### src/rtl/cache_tag_array.sv
// Tag/valid/dirty store with a registered read port, one write port and a flush engine.
// Optional same-cycle write-to-read forwarding under `TAG_ARRAY_BYPASS_EN.
module cache_tag_array #(
  parameter int ADDR_WIDTH = 3,
  parameter int DATA_WIDTH = 24
) (
  input  logic                  clk,
  input  logic                  rst,
  input  logic                  rd_en,
  input  logic [ADDR_WIDTH-1:0] raddr,
  output logic [DATA_WIDTH-1:0] rdata,
  output logic                  rvalid,
  output logic                  rdirty,
  input  logic                  wen,
  input  logic [ADDR_WIDTH-1:0] waddr,
  input  logic [DATA_WIDTH-1:0] wdata,
  input  logic                  wdirty,
  input  logic                  flush_req,
  output logic                  flush_busy,
  output logic                  flush_done,
  output logic                  fl_valid,
  input  logic                  fl_ready,
  output logic [ADDR_WIDTH-1:0] fl_addr,
  output logic [DATA_WIDTH-1:0] fl_data
);

  localparam int DEPTH = 2 ** ADDR_WIDTH;
  localparam logic [ADDR_WIDTH-1:0] LAST = ADDR_WIDTH'(DEPTH - 1);

  typedef enum logic [1:0] {IDLE, SCAN, EMIT, DONE} state_t;

  state_t                state_q, state_d;
  logic [ADDR_WIDTH-1:0] idx_q, idx_d;
  logic [DEPTH-1:0]      valid_q, valid_d;
  logic [DEPTH-1:0]      dirty_q, dirty_d;
  logic [DATA_WIDTH-1:0] tag_q [DEPTH];
  logic [DATA_WIDTH-1:0] rdata_q, rdata_d;
  logic                  rvalid_q, rvalid_d;
  logic                  rdirty_q, rdirty_d;
  logic                  wr_acc;

  // Writes are locked out for the whole flush so the walk never races the controller.
  assign wr_acc = wen && (state_q == IDLE);

  always_comb begin
    state_d = state_q;
    idx_d   = idx_q;
    valid_d = valid_q;
    dirty_d = dirty_q;
    if (wr_acc) begin
      valid_d[waddr] = 1'b1;
      dirty_d[waddr] = wdirty;
    end
    case (state_q)
      IDLE: begin
        if (flush_req) begin
          idx_d   = '0;
          state_d = SCAN;
        end
      end
      SCAN: begin
        if (valid_q[idx_q] && dirty_q[idx_q]) begin
          state_d = EMIT;
        end else begin
          valid_d[idx_q] = 1'b0;
          if (idx_q == LAST) state_d = DONE;
          else               idx_d   = idx_q + 1'b1;
        end
      end
      EMIT: begin
        if (fl_ready) begin
          valid_d[idx_q] = 1'b0;
          dirty_d[idx_q] = 1'b0;
          if (idx_q == LAST) begin
            state_d = DONE;
          end else begin
            idx_d   = idx_q + 1'b1;
            state_d = SCAN;
          end
        end
      end
      DONE:    state_d = IDLE;
      default: state_d = IDLE;
    endcase
  end

  always_comb begin
    rdata_d  = rdata_q;
    rvalid_d = rvalid_q;
    rdirty_d = rdirty_q;
    if (rd_en) begin
`ifdef TAG_ARRAY_BYPASS_EN
      if (wr_acc && (waddr == raddr)) begin
        rdata_d  = wdata;
        rvalid_d = 1'b1;
        rdirty_d = wdirty;
      end else begin
        rdata_d  = tag_q[raddr];
        rvalid_d = valid_q[raddr];
        rdirty_d = valid_q[raddr] & dirty_q[raddr];
      end
`else
      rdata_d  = tag_q[raddr];
      rvalid_d = valid_q[raddr];
      rdirty_d = valid_q[raddr] & dirty_q[raddr];
`endif
    end
  end

  always_ff @(posedge clk or posedge rst) begin
    if (rst) begin
      state_q  <= IDLE;
      idx_q    <= '0;
      valid_q  <= '0;
      dirty_q  <= '0;
      rdata_q  <= '0;
      rvalid_q <= 1'b0;
      rdirty_q <= 1'b0;
    end else begin
      state_q  <= state_d;
      idx_q    <= idx_d;
      valid_q  <= valid_d;
      dirty_q  <= dirty_d;
      rdata_q  <= rdata_d;
      rvalid_q <= rvalid_d;
      rdirty_q <= rdirty_d;
    end
  end

  // Tag storage carries no reset; validity lives in valid_q.
  always_ff @(posedge clk) begin
    if (wr_acc) tag_q[waddr] <= wdata;
  end

  assign rdata      = rdata_q;
  assign rvalid     = rvalid_q;
  assign rdirty     = rdirty_q;
  assign flush_busy = (state_q != IDLE);
  assign flush_done = (state_q == DONE);
  assign fl_valid   = (state_q == EMIT);
  assign fl_addr    = idx_q;
  assign fl_data    = tag_q[idx_q];

endmodule

### config.mk
export PLATFORM = sky130hd
export DESIGN_NAME = cache_tag_array
export DESIGN_NICKNAME = d
export VERILOG_FILES = /design/src/rtl/cache_tag_array.sv
export SDC_FILE = /design/constraint.sdc
export NUM_CORES = 1
export LEC_CHECK = 0
export CAP_MARGIN = 20
export CORE_ASPECT_RATIO = 1.2
export CORE_MARGIN = 8
export CORE_UTILIZATION = 52
export CTS_CLUSTER_DIAMETER = 30
export DETAILED_ROUTE_END_ITERATION = 8
export MAX_ROUTING_LAYER = met4
export PLACE_DENSITY = 0.76
export SYNTH_ARGS = -nofsm -noshare
export SYNTH_HDL_FRONTEND = slang
export SYNTH_SLANG_ARGS = --single-unit
### constraint.sdc
create_clock -name clk -period 3.15 [get_ports clk]
set_clock_uncertainty 0.2 [all_clocks]
set_input_delay 0.315 -clock clk [delete_from_list [all_inputs] [get_ports clk]]
set_output_delay 0.315 -clock clk [all_outputs]
set_load 0.05 [all_outputs]
==> run_results.csv, run 1 <==
group,metric,value,unit
run_status,status,"finished clean",
place,io_buffers,92,
run,cap_violations,0,
detailed_routing,final_antenna_net_count,0,
detailed_routing,drcViolationCount,0,
sta,period_share,0.969,
clocking,clk-insertion-delay-late,510,ps
critical_path,crit_type,"flop to primary output",
clocking,cts_setup_buffers,0,
logic_synthesis,syn_area,10900,um2
sta,final-setup-viol-count,0,
critical_path,crit_cells,4,
clocking,cts_buffers,39,
sta,slew-limit-headroom,0.473,
sta,tightest_slew,789,ps
floorplan,initial_core_util,0.524,
logic_synthesis,ys_types,42,
critical_path,cpMaxStageDelayCell,"dfrtp_2",
global_routing,antenna_found_initial,0,
clocking,clkTransAtPathRegs,50,ps
place,gp_congestion,0.912,
sta,period_needed,3050,ps
global_routing,grt_pass1_wl,46.3,mm
finish,fillers,1409,
logic_synthesis,syn-num-nets,740,
finish,multi_input_area,3730,um2
floorplan,placeableCoreArea,20800,um2
clocking,cts_tree,"yes",
critical_path,path_buf_inv,2,
place,dpl.hpwl,18.9,mm
detailed_routing,viasPerCell,6.54,
power_and_ir_drop,powerDensity,968,nW/um2
finish,n_antenna_cell,0,
clocking,ctsResizeCount,0,
clocking,clock_path_buffers,3,
finish,final-seq-area,6950,um2
global_routing,grt_max_degree,33,
detailed_routing,firstDrtPassIters,8,
power_and_ir_drop,leakagePower,0.00497,uW
critical_path,start_kind,"flop",
critical_path,setup.worst_path.end_class,"primary output",
critical_path,worstPathCellList,"buf_4, mux4_2, a221o_1, buf_12",
sta,hold_violations,0,
critical_path,worst-path-max-fanout,16,
clocking,numClockSinks,239,
sta,setup_tns,0,ps
sta,maxSlewViolCount,0,
logic_synthesis,synthCells,696,
finish,final_layout_size_suffix_gt1_frac,0.287,
detailed_routing,first_iter_violations,937,
sta,rsz0062_at_grt,"false",
global_routing,grt-ovfl-total,0,
finish,fin_util,0.674,
floorplan,die_area,25800,um2
logic_synthesis,yosysWarnings,0,
clocking,htree_levels,2,
power_and_ir_drop,ir_drop,750,uV
logic_synthesis,async_flop_share,0.197,
sta,fmax,0.328,GHz
global_routing,grt_pass1_vias,7860,
logic_synthesis,synthFlopType,"edfxtp_1",
critical_path,crit_path_start,"fl_addr[1]",
finish,fin_nets,871,
logic_synthesis,synth-edff-count,192,
critical_path,reg2reg_slack,680,ps
floorplan,rows,58,
global_routing,grt_use_total,0.241,
finish,areaGrowthSynthToFinish,28.5,%
logic_synthesis,avgSynthCellArea,15.6,um2
hold_path,hold_path_class,"primary input to asynchronous set/reset pin",
floorplan,ios,93,
floorplan,die_h,174,um
detailed_routing,wl_per_cell,26.8,um
floorplan,die_width,148,um
clocking,cts_root_buffer,"clkbuf_16",
clocking,postCtsHoldBufs,0,
logic_synthesis,yosysSeqAreaShare,0.638,
detailed_routing,vias,7372,
critical_path,slowest_delay,620,ps
critical_path,r2r_cells,5,
detailed_routing,routed_wl,30.2,mm
critical_path,cp.arrival,2540,ps
critical_path,crit_required,2630,ps
logic_synthesis,ys_ff_latch,239,
critical_path,worstReg2RegStart,"state_q[0]",
critical_path,critPathTopFamily,"flip-flops",
==> power breakdown <==
part | internal [uW] | switching [uW] | leakage (uW)
Sequential | 3650 | 232 | 0.00230
Combinational | 2130 | 3070 | 0.00198
Clock | 2950 | 1490 | 0.000690
==> state kept, by name, indices dropped and copies added (netlist names) <==
| name | flops |
|---|---|
| dirty_q | 8 |
| tag_q | 192 |
| rdirty | 1 |
| rvalid | 1 |
| fl_addr | 3 |
| state_q | 2 |
| valid_q | 8 |
| rdata | 24 |
==> cell usage after synthesis (all sizes together), types with 2 or more instances <==
| cell type | n | share of area |
|---|---|---|
| edfxtp | 192 | 0.53 |
| mux4 | 60 | 0.12 |
| nor2 | 59 | 0.020 |
| mux2i | 53 | 0.050 |
| a21oi | 51 | 0.024 |
| dfrtp | 47 | 0.11 |
| nand2 | 31 | 0.011 |
| buf | 30 | 0.013 |
| mux2 | 26 | 0.027 |
| a221oi | 24 | 0.019 |
| clkbuf | 19 | 0.0066 |
| a22oi | 16 | 0.011 |
| o21ai | 13 | 0.0060 |
| inv | 8 | 0.0028 |
| ha | 7 | 0.0081 |
| nor3 | 7 | 0.0032 |
| o22ai | 7 | 0.0040 |
| nand2b | 6 | 0.0035 |
| a221o | 5 | 0.0046 |
| a31oi | 5 | 0.0029 |
| nand3 | 5 | 0.0023 |
| a222oi | 3 | 0.0028 |
| a311oi | 3 | 0.0024 |
| a22o | 2 | 0.0016 |
| and2 | 2 | 0.0012 |
| nor2b | 2 | 0.0012 |
| o2111ai | 2 | 0.0016 |
| o21a | 2 | 0.0014 |
==> logic make-up (layout without fill, tap and decap cells) <==
kind of cell	count (synthesis)	after routing	synth area share
compound gates	138	138	0.0857
fa+ha+maj	7	7	0.00805
mux	139	139	0.201
buf+inv	58	219	0.0227
simple gates	115	115	0.0443
flops	239	239	0.638
==> layout make-up <==
type | instances | share of cell area
flip-flops and latches | 239 | 0.497
multi-input cells | 399 | 0.267
repair buffers | 139 | 0.111
clock buffers | 45 | 0.0767
well taps | 270 | 0.0242
clock inverters | 26 | 0.0226
inverters | 9 | 0.00242
==> layer usage <==
metal  track usage  share of wire
met1         0.293           0.37
met2         0.386           0.50
met3        0.0489          0.097
met4         0.103          0.037
met5             -              0
==> layout by cell type, fill, tap and decap left out, types with 31 or more instances in the layout <==
| cell type | Yosys | final |
|---|---|---|
| a21oi_1 | 49 | 49 |
| buf_4 | 1 | 43 |
| clkbuf_16 | 0 | 42 |
| clkdlybuf4s50_1 | 0 | 64 |
| dfrtp_1 | 47 | 44 |
| edfxtp_1 | 192 | 192 |
| mux2i_1 | 52 | 52 |
| mux4_2 | 60 | 60 |
| nand2_1 | 31 | 31 |
| nor2_1 | 59 | 53 |
==> stage by stage <==
stage | std cells | hold slack [ps] | power [uW] | area [um2] | setup slack, ps
after floorplan | 696 | 214 | 6760 | 10900 | 231
after global placement | 1056 | 302 | 8980 | 12600 | 648
after detailed placement | 1056 | 305 | 9070 | 12600 | 606
after CTS | 1127 | 104 | 13500 | 14000 | 56.4
after global routing | 1127 | 155 | 13900 | 14000 | 3.99
final | 1127 | 91.3 | 13500 | 14000 | 98.2
==> worst paths after layout <==
path	end
hold / removal	rdata[7]
setup / recovery	fl_data[13]
max in group asynchronous	dirty_q[3]
setup reg to reg	tag_q[2][23]
hold reg to reg	rdirty
min in group clk	rdata[21]
Note: power is estimated with default switching activity, not from simulation.
==> inputs of run 2 (changes only) <==
CORE_MARGIN = 10   (was 8)
==> run 2 against run 1 <==
  * Count of clock-buffer cells in the layout down 3
  * Largest power group unchanged
  * First-iteration DRC count fell by 10%
  * Flip-flop and latch count unchanged
  * Total power fell by 3.5%
==> run_results.csv, run 2 (synthesized netlist as in run 1, its figures left out) <==
group,metric,value,unit
sta,fmax,0.327,GHz
run,cap_violations,0,
place,placed_cell_area,12500,um2
power_and_ir_drop,power.total,13100,uW
detailed_routing,viasPerCell,6.62,
detailed_routing,first_iter_violations,843,
clocking,clk-insertion-delay-late,520,ps
critical_path,cp.arrival,2540,ps
finish,largest-register,"tag_q",
detailed_routing,routed_wl,30.2,mm
clocking,htree_levels,2,
finish,final_cell_area,13800,um2
global_routing,antenna_found_initial,0,
hold_path,hold_path_end,"rdata[8]",
floorplan,die_width,152,um
floorplan,initial_core_util,0.533,
sta,rsz0062_at_grt,"false",
power_and_ir_drop,power_frac_seq,0.301,
finish,fillers,1367,
finish,n_antenna_cell,0,
sta,maxSlewViolCount,0,
critical_path,r2r_cells,6,
power_and_ir_drop,power_frac_clock,0.310,
sta,setup_tns,0,ps
finish,areaGrowthSynthToFinish,26.7,%
finish,layout_commonest_cell,"edfxtp_1",
place,io_buffers,92,
power_and_ir_drop,netSwitchingPower,4720,uW
critical_path,reg2reg_slack,590,ps
floorplan,ios,93,
power_and_ir_drop,pwr-share-comb,0.389,
finish,largest_reg_flops,192,
power_and_ir_drop,ir_drop,669,uV
sta,hold_violations,0,
sta,period_needed,3060,ps
detailed_routing,drcViolationCount,0,
hold_path,hold_depth,2,
sta,hold-worst-slack,153,ps
power_and_ir_drop,powerDensity,948,nW/um2
critical_path,worst-path-max-fanout,15,
floorplan,placeableCoreArea,20400,um2
detailed_routing,wl_per_cell,27.2,um
hold_path,hold_path_class,"primary input to flop",
sta,slew-limit-headroom,0.584,
critical_path,crit_type,"flop to primary output",
global_routing,grt_max_degree,32,
global_routing,grt-ovfl-total,0,
finish,layout_common_cells,"edfxtp_1, clkdlybuf4s50_1, mux4_2, mux2i_1, nor2_1",
hold_path,hold_start,"rd_en",
place,dpl.hpwl,18.9,mm
clocking,cts_tree,"yes",
critical_path,r2r-end,"fl_addr[2]",
clocking,cts_root_buffer,"clkbuf_16",
run_status,status,"finished clean",
critical_path,setup.worst_path.end_class,"primary output",
global_routing,grt_use_total,0.225,
floorplan,die_area,27100,um2
critical_path,worstReg2RegStart,"fl_addr[0]",
detailed_routing,vias,7347,
detailed_routing,final_antenna_net_count,0,
clocking,cts_setup_buffers,0,
floorplan,die_h,178,um
power_and_ir_drop,p_int,8340,uW
critical_path,crit_path_start,"fl_addr[1]",
sta,period_share,0.970,
sta,final-setup-viol-count,0,
detailed_routing,firstDrtPassIters,5,
global_routing,grt_pass1_vias,7753,
power_and_ir_drop,leakagePower,0.00483,uW
clocking,numClockSinks,239,
critical_path,crit_required,2630,ps
clocking,cts_buffers,36,
finish,final_layout_size_suffix_gt1_frac,0.275,
clocking,clock_path_buffers,3,
finish,fin_nets,860,
clocking,clkTransAtPathRegs,50,ps
global_routing,grt_pass1_wl,46.1,mm
sta,tightest_slew,619,ps
power_and_ir_drop,p_sw_frac,0.361,
place,gp_congestion,0.929,
critical_path,start_kind,"flop",
floorplan,rows,57,
run 2: cell type report:
class | instances | area, um2 | share of cell area
clock buffers | 42 | 955 | 0.0693
clock inverters | 24 | 288 | 0.0209
inverters | 9 | 37.5 | 0.00272
multi-input cells | 399 | 3730 | 0.271
flip-flops and latches | 239 | 6950 | 0.505
well taps | 265 | 332 | 0.0241
repair buffers | 131 | 1480 | 0.107
run 2: worst max-delay path by stage:
stage,to,slack [ps]
2_1_floorplan,fl_data[12],230
3_3_place_gp,fl_data[13],560
3_5_place_dp,fl_data[15],470
4_1_cts,fl_data[12],80
5_1_grt,fl_data[5],20
6_report,fl_data[2],90
run 2: worst max-delay path: stages, from the launching register on:
cell and delay [ps]:
dfrtp_4 580, clkinvlp_4 240, buf_4 210, nor3_1 250, buf_4 270, a22oi_1 120, o21ai_1 180, buf_12 180
run 2: routing by layer:
layer / up-vias / global-route usage / part of all wire
met5: - / - / 0
met4: 0 / 0.102 / 0.034
met3: 87 / 0.0438 / 0.089
met2: 512 / 0.377 / 0.51
met1: 3692 / 0.261 / 0.36
li1: 3056 / - / -
run 2: stage by stage:
stage | cells | setup WS, ps | util
after global routing | 1109 | 21.8 | 0.676
after detailed placement | 1042 | 465 | 0.613
after CTS | 1109 | 78.0 | 0.675
after floorplan | 696 | 231 | -
final | 1109 | 93.8 | 0.676
after global placement | 1042 | 557 | 0.613
run 2: power groups by stage:
stage | combinational, uW | clock, uW | sequential (uW)
detailed placement | 5030 | 0 | 3960
CTS | 5060 | 4090 | 3910
finish | 5080 | 4050 | 3930
global route | 5310 | 4230 | 3950
floorplan | 2740 | 0 | 4010
global placement | 4980 | 0 | 3940
run 2: what timing repair did:
action,in CTS,in global routing
endpoints found under the hold margin,17,0
hold buffers,1,0
resized for setup,4,5
gates cloned,0,0
setup endpoints to repair,7,8
==> inputs of run 3 (changes only) <==
ABC_CLOCK_PERIOD_IN_PS = 3150   (was default)
==> results of run 3 <==
The final DEF is identical to that of run 2; final timing and power are the same.
==> RTL change 1 (config.mk and constraints of run 2) <==
The parameter `DATA_WIDTH` goes from 24 to 32.
--- a/src/rtl/cache_tag_array.sv
+++ b/src/rtl/cache_tag_array.sv
@@ -3,5 +3,5 @@
 module cache_tag_array #(
   parameter int ADDR_WIDTH = 3,
-  parameter int DATA_WIDTH = 24
+  parameter int DATA_WIDTH = 32
 ) (
   input  logic                  clk,
Ports: changed (resized fl_data, rdata and wdata); port bits go from 93 to 117. The function was not compared with the original's and may differ.
==> RTL change 1 against run 2 <==
- cell count rose by 26%
- maximum frequency fell by 0.45%
- sequential cell count increased by 72
- core utilization is 0.51 points higher
- cell area up 31%
- setup slack worse by 0.014 ns
- wire length increased by 31%
- combinational power is 44% higher
- power increased by 34%
- count of clock-buffer cells in the layout grew 8
- synthesized area grew 29%
==> RTL change 1: results (changes against run 2) <==
\begin{tabular}{lr}
\hline
Metric & Value \\
\hline
\multicolumn{2}{l}{\textbf{Run status}} \\
Result of the run & complete, no violations \\
\multicolumn{2}{l}{\textbf{Synthesis}} \\
Share of cell area taken by muxes after synthesis & 0.201 (about the same) \\
Async SR Flop Fraction & 0.177 (-0.0198) \\
Synthesized-area fraction occupied by ao, oa, aoi and oai cells & 0.0877 (+0.00196) \\
Share of the yosys chip area belonging to registers & 0.647 (+0.00846) \\
Number of synthesized flops with an enable pin & 256 (+33\%) \\
Net count after synthesis & 921 (+24\%) \\
Ranking of synthesized cells by area & edfxtp\_1, mux4\_2, dfrtp\_1, mux2i\_1, a221oi\_1 \\
Adder-Cell Fraction of Synth Area & 0.00625 (-0.00180) \\
Leading post-synthesis cells by instance count & edfxtp\_1, nor2\_1, mux4\_2 \\
\multicolumn{2}{l}{\textbf{Place}} \\
HPWL reported at the end of detailed placement & 23.9 mm (+27\%) \\
Weighted congestion at the end of routability-driven global placement & 0.877 (-5.6\%) \\
Worst setup timing slack at the placement stage & 0.579 ns (+0.114 ns) \\
Area after DPL & 16,300 sq um (+30\%) \\
PortBufs & 116 (+26\%) \\
\multicolumn{2}{l}{\textbf{Global routing}} \\
Via count of the first global-routing pass & 9,533 (+23\%) \\
Pin count of the biggest net entering global routing & 67 (+110\%) \\
Wire length of the first global-routing pass & 59.4 mm (+29\%) \\
Antenna violations before repair & 1 (+1) \\
\multicolumn{2}{l}{\textbf{Layout}} \\
Number of inserted filler cells in the final layout & 1,661 (+22\%) \\
Number of nets at the end of the flow & 1,078 (+25\%) \\
\multicolumn{2}{l}{\textbf{Pwr}} \\
Leakage power & 0.00625 uW (+29\%) \\
NetSw & 6520 uW (+38\%) \\
Power in the clock group & 5280 uW (+30\%) \\
Combinational-cell power consumption & 7300 uW (+44\%) \\
\multicolumn{2}{l}{\textbf{Timing}} \\
Slew at the pin closest to its max-slew limit & 0.876 ns (+0.257 ns) \\
Final hold slack & 0.160 ns (+0.00690 ns) \\
Crit path time final & 3.07 ns (+0.0138 ns) \\
\multicolumn{2}{l}{\textbf{Route}} \\
Vias per Instance & 6.63 (about the same) \\
Routed length on met3 & 3.60 mm (+34\%) \\
Met2 routed wirelength & 19.8 mm (+28\%) \\
Met1 layer wirelength in the final routing & 14.7 mm (+34\%) \\
Vias & 9,292 (+26\%) \\
\multicolumn{2}{l}{\textbf{Clocking}} \\
Worst-Skew Late Latency & 0.54 ns (+0.02 ns) \\
\multicolumn{2}{l}{\textbf{Worst setup path}} \\
Data arrival at the endpoint of the critical path & 2.55 ns (about the same) \\
Worst setup slack for register-to-register paths & 0.55 ns (-0.04 ns) \\
Highest fanout seen on the critical path & 10 (-5) \\
\hline
\end{tabular}
[RTL change 1: per-stage QoR]
stage / power, uW / TNS, ns / util
after floorplan: 8910 / 0 / -
after global placement: 12100 / 0 / 0.616
after detailed placement: 12200 / 0 / 0.616
after CTS: 17500 / 0 / 0.678
after global routing: 18100 / -0.0580 / 0.681
final: 17500 / 0 / 0.681
[RTL change 1: worst paths after layout]
check / startpoint / to / cells past startpoint
hold reg to reg: rdata[11]$_DFFE_PP0P_ / rdata[11]$_DFFE_PP0P_ / 2
setup / recovery: fl_addr[2]$_DFFE_PP0P_ / fl_data[25] / 6
setup reg to reg: state_q[0]$_DFFE_PP0P_ / tag_q[7][19]$_DFFE_PP_ / 5
min in group asynchronous: rst / rdata[30]$_DFFE_PP0P_ / 4
max in group asynchronous: rst / fl_addr[2]$_DFFE_PP0P_ / 4
hold / removal: rd_en / rdata[27]$_DFFE_PP0P_ / 2
[RTL change 1: cell families (layout without fill, tap and decap cells)]
group	Yosys count	after routing
AND/OR/NAND/NOR	123	123
other	0	1
adder cells (fa/ha/maj)	7	7
AO/OA/AOI/OAI	178	178
multiplexers	181	181
flip-flops	311	311
buffers and inverters	69	266
[RTL change 1: cell type report]
type / count / area share
clock buffers: 50 / 0.0684
inverters: 9 / 0.00229
flip-flops and latches: 311 / 0.504
repair buffers: 166 / 0.116
multi-input cells: 489 / 0.263
diodes: 1 / 0.000139
clock inverters: 41 / 0.0229
well taps: 335 / 0.0233
[RTL change 1: layer usage]
| metal | global-route usage | vias up |
|---|---|---|
| met5 | - | - |
| met4 | 0.0947 | 0 |
| met1 | 0.297 | 4683 |
| met2 | 0.384 | 612 |
| met3 | 0.0426 | 108 |
| li1 | - | 3889 |
==> RTL change 2 (config.mk and constraints of run 2) <==
Made on the original files. Encoding of `state_t`: now Gray code (2 bits for 4 states).
--- a/src/rtl/cache_tag_array.sv
+++ b/src/rtl/cache_tag_array.sv
@@ -28,5 +28,5 @@
   localparam logic [ADDR_WIDTH-1:0] LAST = ADDR_WIDTH'(DEPTH - 1);
 
-  typedef enum logic [1:0] {IDLE, SCAN, EMIT, DONE} state_t;
+  typedef enum logic [1:0] {IDLE = 2'b00, SCAN = 2'b01, EMIT = 2'b11, DONE = 2'b10} state_t;
 
   state_t                state_q, state_d;
Formal check against the unedited RTL: same outputs for any inputs over 4 cycles, from zero or initial values and one cycle with rst high; so few cycles prove little.
==> RTL change 2 against run 2 <==
- synthesized area shrank 1.1%
- count of clock-buffer cells in the layout is 2 lower
- largest power group unchanged
- non-clock buffer count grew 9
- wire length grew 1.8%
- sequential cell count did not move
- highest routed layer unchanged
- critical path depth shrank 2
- cell count rose by 0.99%
- worst hold slack worse by 0.12 ns
- cell area fell by 0.58%
- power grew 0.53%
- setup slack about the same
==> RTL change 2: results (changes against run 2) <==
\begin{tabular}{lr}
\hline
Metric & Value \\
\hline
\multicolumn{2}{l}{\textbf{Worst setup path}} \\
Worst setup slack for register-to-register paths & 0.39 ns (-0.20 ns) \\
Kind of cell adding the most delay to the critical path & flip-flops \\
Cell at the slowest stage of the critical path & dfrtp\_4 \\
Highest fanout seen on the critical path & 26 (+11) \\
Start point of the critical path & fl\_addr[0]\$\_DFFE\_PP0P\_ \\
Stage delay of the slowest cell on the critical path & 0.72 ns (+0.14 ns) \\
\multicolumn{2}{l}{\textbf{Layout}} \\
Proportion of layout cells with a drive suffix above 1 & 0.267 (-0.00821) \\
Number of inserted filler cells in the final layout & 1,313 (-4.0\%) \\
Share of the core filled with cells & 0.674 (-0.00157) \\
Number of nets at the end of the flow & 867 (+0.81\%) \\
\multicolumn{2}{l}{\textbf{Synthesis}} \\
Synthesized-area fraction occupied by ao, oa, aoi and oai cells & 0.0980 (+0.0123) \\
Net count after synthesis & 737 (-0.41\%) \\
Share of cell area taken by muxes after synthesis & 0.180 (-0.0207) \\
Ranking of synthesized cells by area & edfxtp\_1, mux4\_2, dfrtp\_1, mux2i\_1, a21oi\_1 \\
Share of the yosys chip area belonging to registers & 0.645 (+0.00705) \\
Leading post-synthesis cells by instance count & edfxtp\_1, nor2\_1, a21oi\_1 \\
Adder-Cell Fraction of Synth Area & 0.00233 (-0.00573) \\
Count of distinct cell types in the synthesized netlist & 45 (+7.1\%) \\
\multicolumn{2}{l}{\textbf{Route}} \\
Number of iterations in the first detailed-routing pass & 5 (unchanged) \\
Drt first-iter violations & 982 (+16\%) \\
Average wire length per cell after detail routing & 27.5 um (+0.78\%) \\
Vias & 7,536 (+2.6\%) \\
\multicolumn{2}{l}{\textbf{Pwr}} \\
Leakage power & 0.00485 uW (+0.33\%) \\
Max IR drop VDD & 0.000537 V (-20\%) \\
\multicolumn{2}{l}{\textbf{Place}} \\
Area after DPL & 12,500 sq um (-0.27\%) \\
PortBufs & 92 (unchanged) \\
HPWL reported at the end of detailed placement & 19.7 mm (+4.1\%) \\
Weighted congestion at the end of routability-driven global placement & 0.924 (-0.57\%) \\
\multicolumn{2}{l}{\textbf{Global routing}} \\
Via count of the first global-routing pass & 7,999 (+3.2\%) \\
Wire length of the first global-routing pass & 46.9 mm (+1.6\%) \\
Pin count of the biggest net entering global routing & 31 (-3.1\%) \\
Overall fraction of global-route tracks in use & 0.237 (+0.0118) \\
\multicolumn{2}{l}{\textbf{Run status}} \\
Result of the run & complete, no violations \\
\multicolumn{2}{l}{\textbf{Timing}} \\
Final hold slack & 0.0315 ns (-0.122 ns) \\
Max transition margin & 0.528 (-0.0557) \\
\multicolumn{2}{l}{\textbf{Clocking}} \\
H-tree lvl count & 2 (unchanged) \\
Worst-Skew Late Latency & 0.52 ns (about the same) \\
\multicolumn{2}{l}{\textbf{Min path}} \\
Class of the tightest hold or removal check & input pin to async pin \\
\hline
\end{tabular}
==> RTL change 2: through the flow <==
step	setup TNS, ns	worst slack, ns	cells	power (uW)
after floorplan	0	0.205	698	6800
after global placement	0	0.388	1055	9090
after detailed placement	0	0.342	1055	9160
after CTS	-0.0110	-0.0110	1120	13100
after global routing	0	0.00413	1120	13600
final	0	0.0939	1120	13100
==> RTL change 2: kinds of logic after synthesis <==
logic type / after synthesis
AOI/OAI and AO/OA: 158
DFF: 239
adders and majority gates: 2
buffers and inverters: 54
and+or+nand+nor: 121
muxes: 124
==> RTL change 2: final timing paths <==
path	to	depth (start not counted)
min reg2reg	rdirty$_DFFE_PP0P_	1
min	rdata[10]$_DFFE_PP0P_	2
max reg2reg	fl_addr[0]$_DFFE_PP0P_	7
max	fl_data[15]	5
min in group clk	rdata[17]$_DFFE_PP0P_	3
max in group asynchronous	valid_q[6]$_DFF_PP0_	3
==> RTL change 2: report_power, final <==
| group | total [uW] | internal (uW) | switching, uW |
|---|---|---|---|
| Sequential | 3880 | 3620 | 262 |
| Combinational | 5330 | 2200 | 3130 |
| Clock | 3920 | 2490 | 1430 |
==> RTL change 2: layout make-up <==
| cell class | instances | share of cell area |
|---|---|---|
| sequential | 239 | 0.507 |
| multi-input combinational | 405 | 0.265 |
| clock buffer | 40 | 0.0684 |
| timing repair buffer | 140 | 0.114 |
| inverter | 6 | 0.00192 |
| tap | 265 | 0.0242 |
| clock inverter | 25 | 0.0193 |
==> RTL change 2: metal layers <==
layer / global-route usage / wire [um] / vias up
met5: - / 0 / -
met4: 0.122 / 1280 / 0
met3: 0.0397 / 2800 / 116
met2: 0.386 / 15800 / 525
met1: 0.279 / 10900 / 3798
li1: - / - / 3097
==> RTL change 2: timing repair <==
item	4_1_cts	5_1_grt
setup buffers	0	0
resized for setup	2	7
setup endpoints to repair	8	8
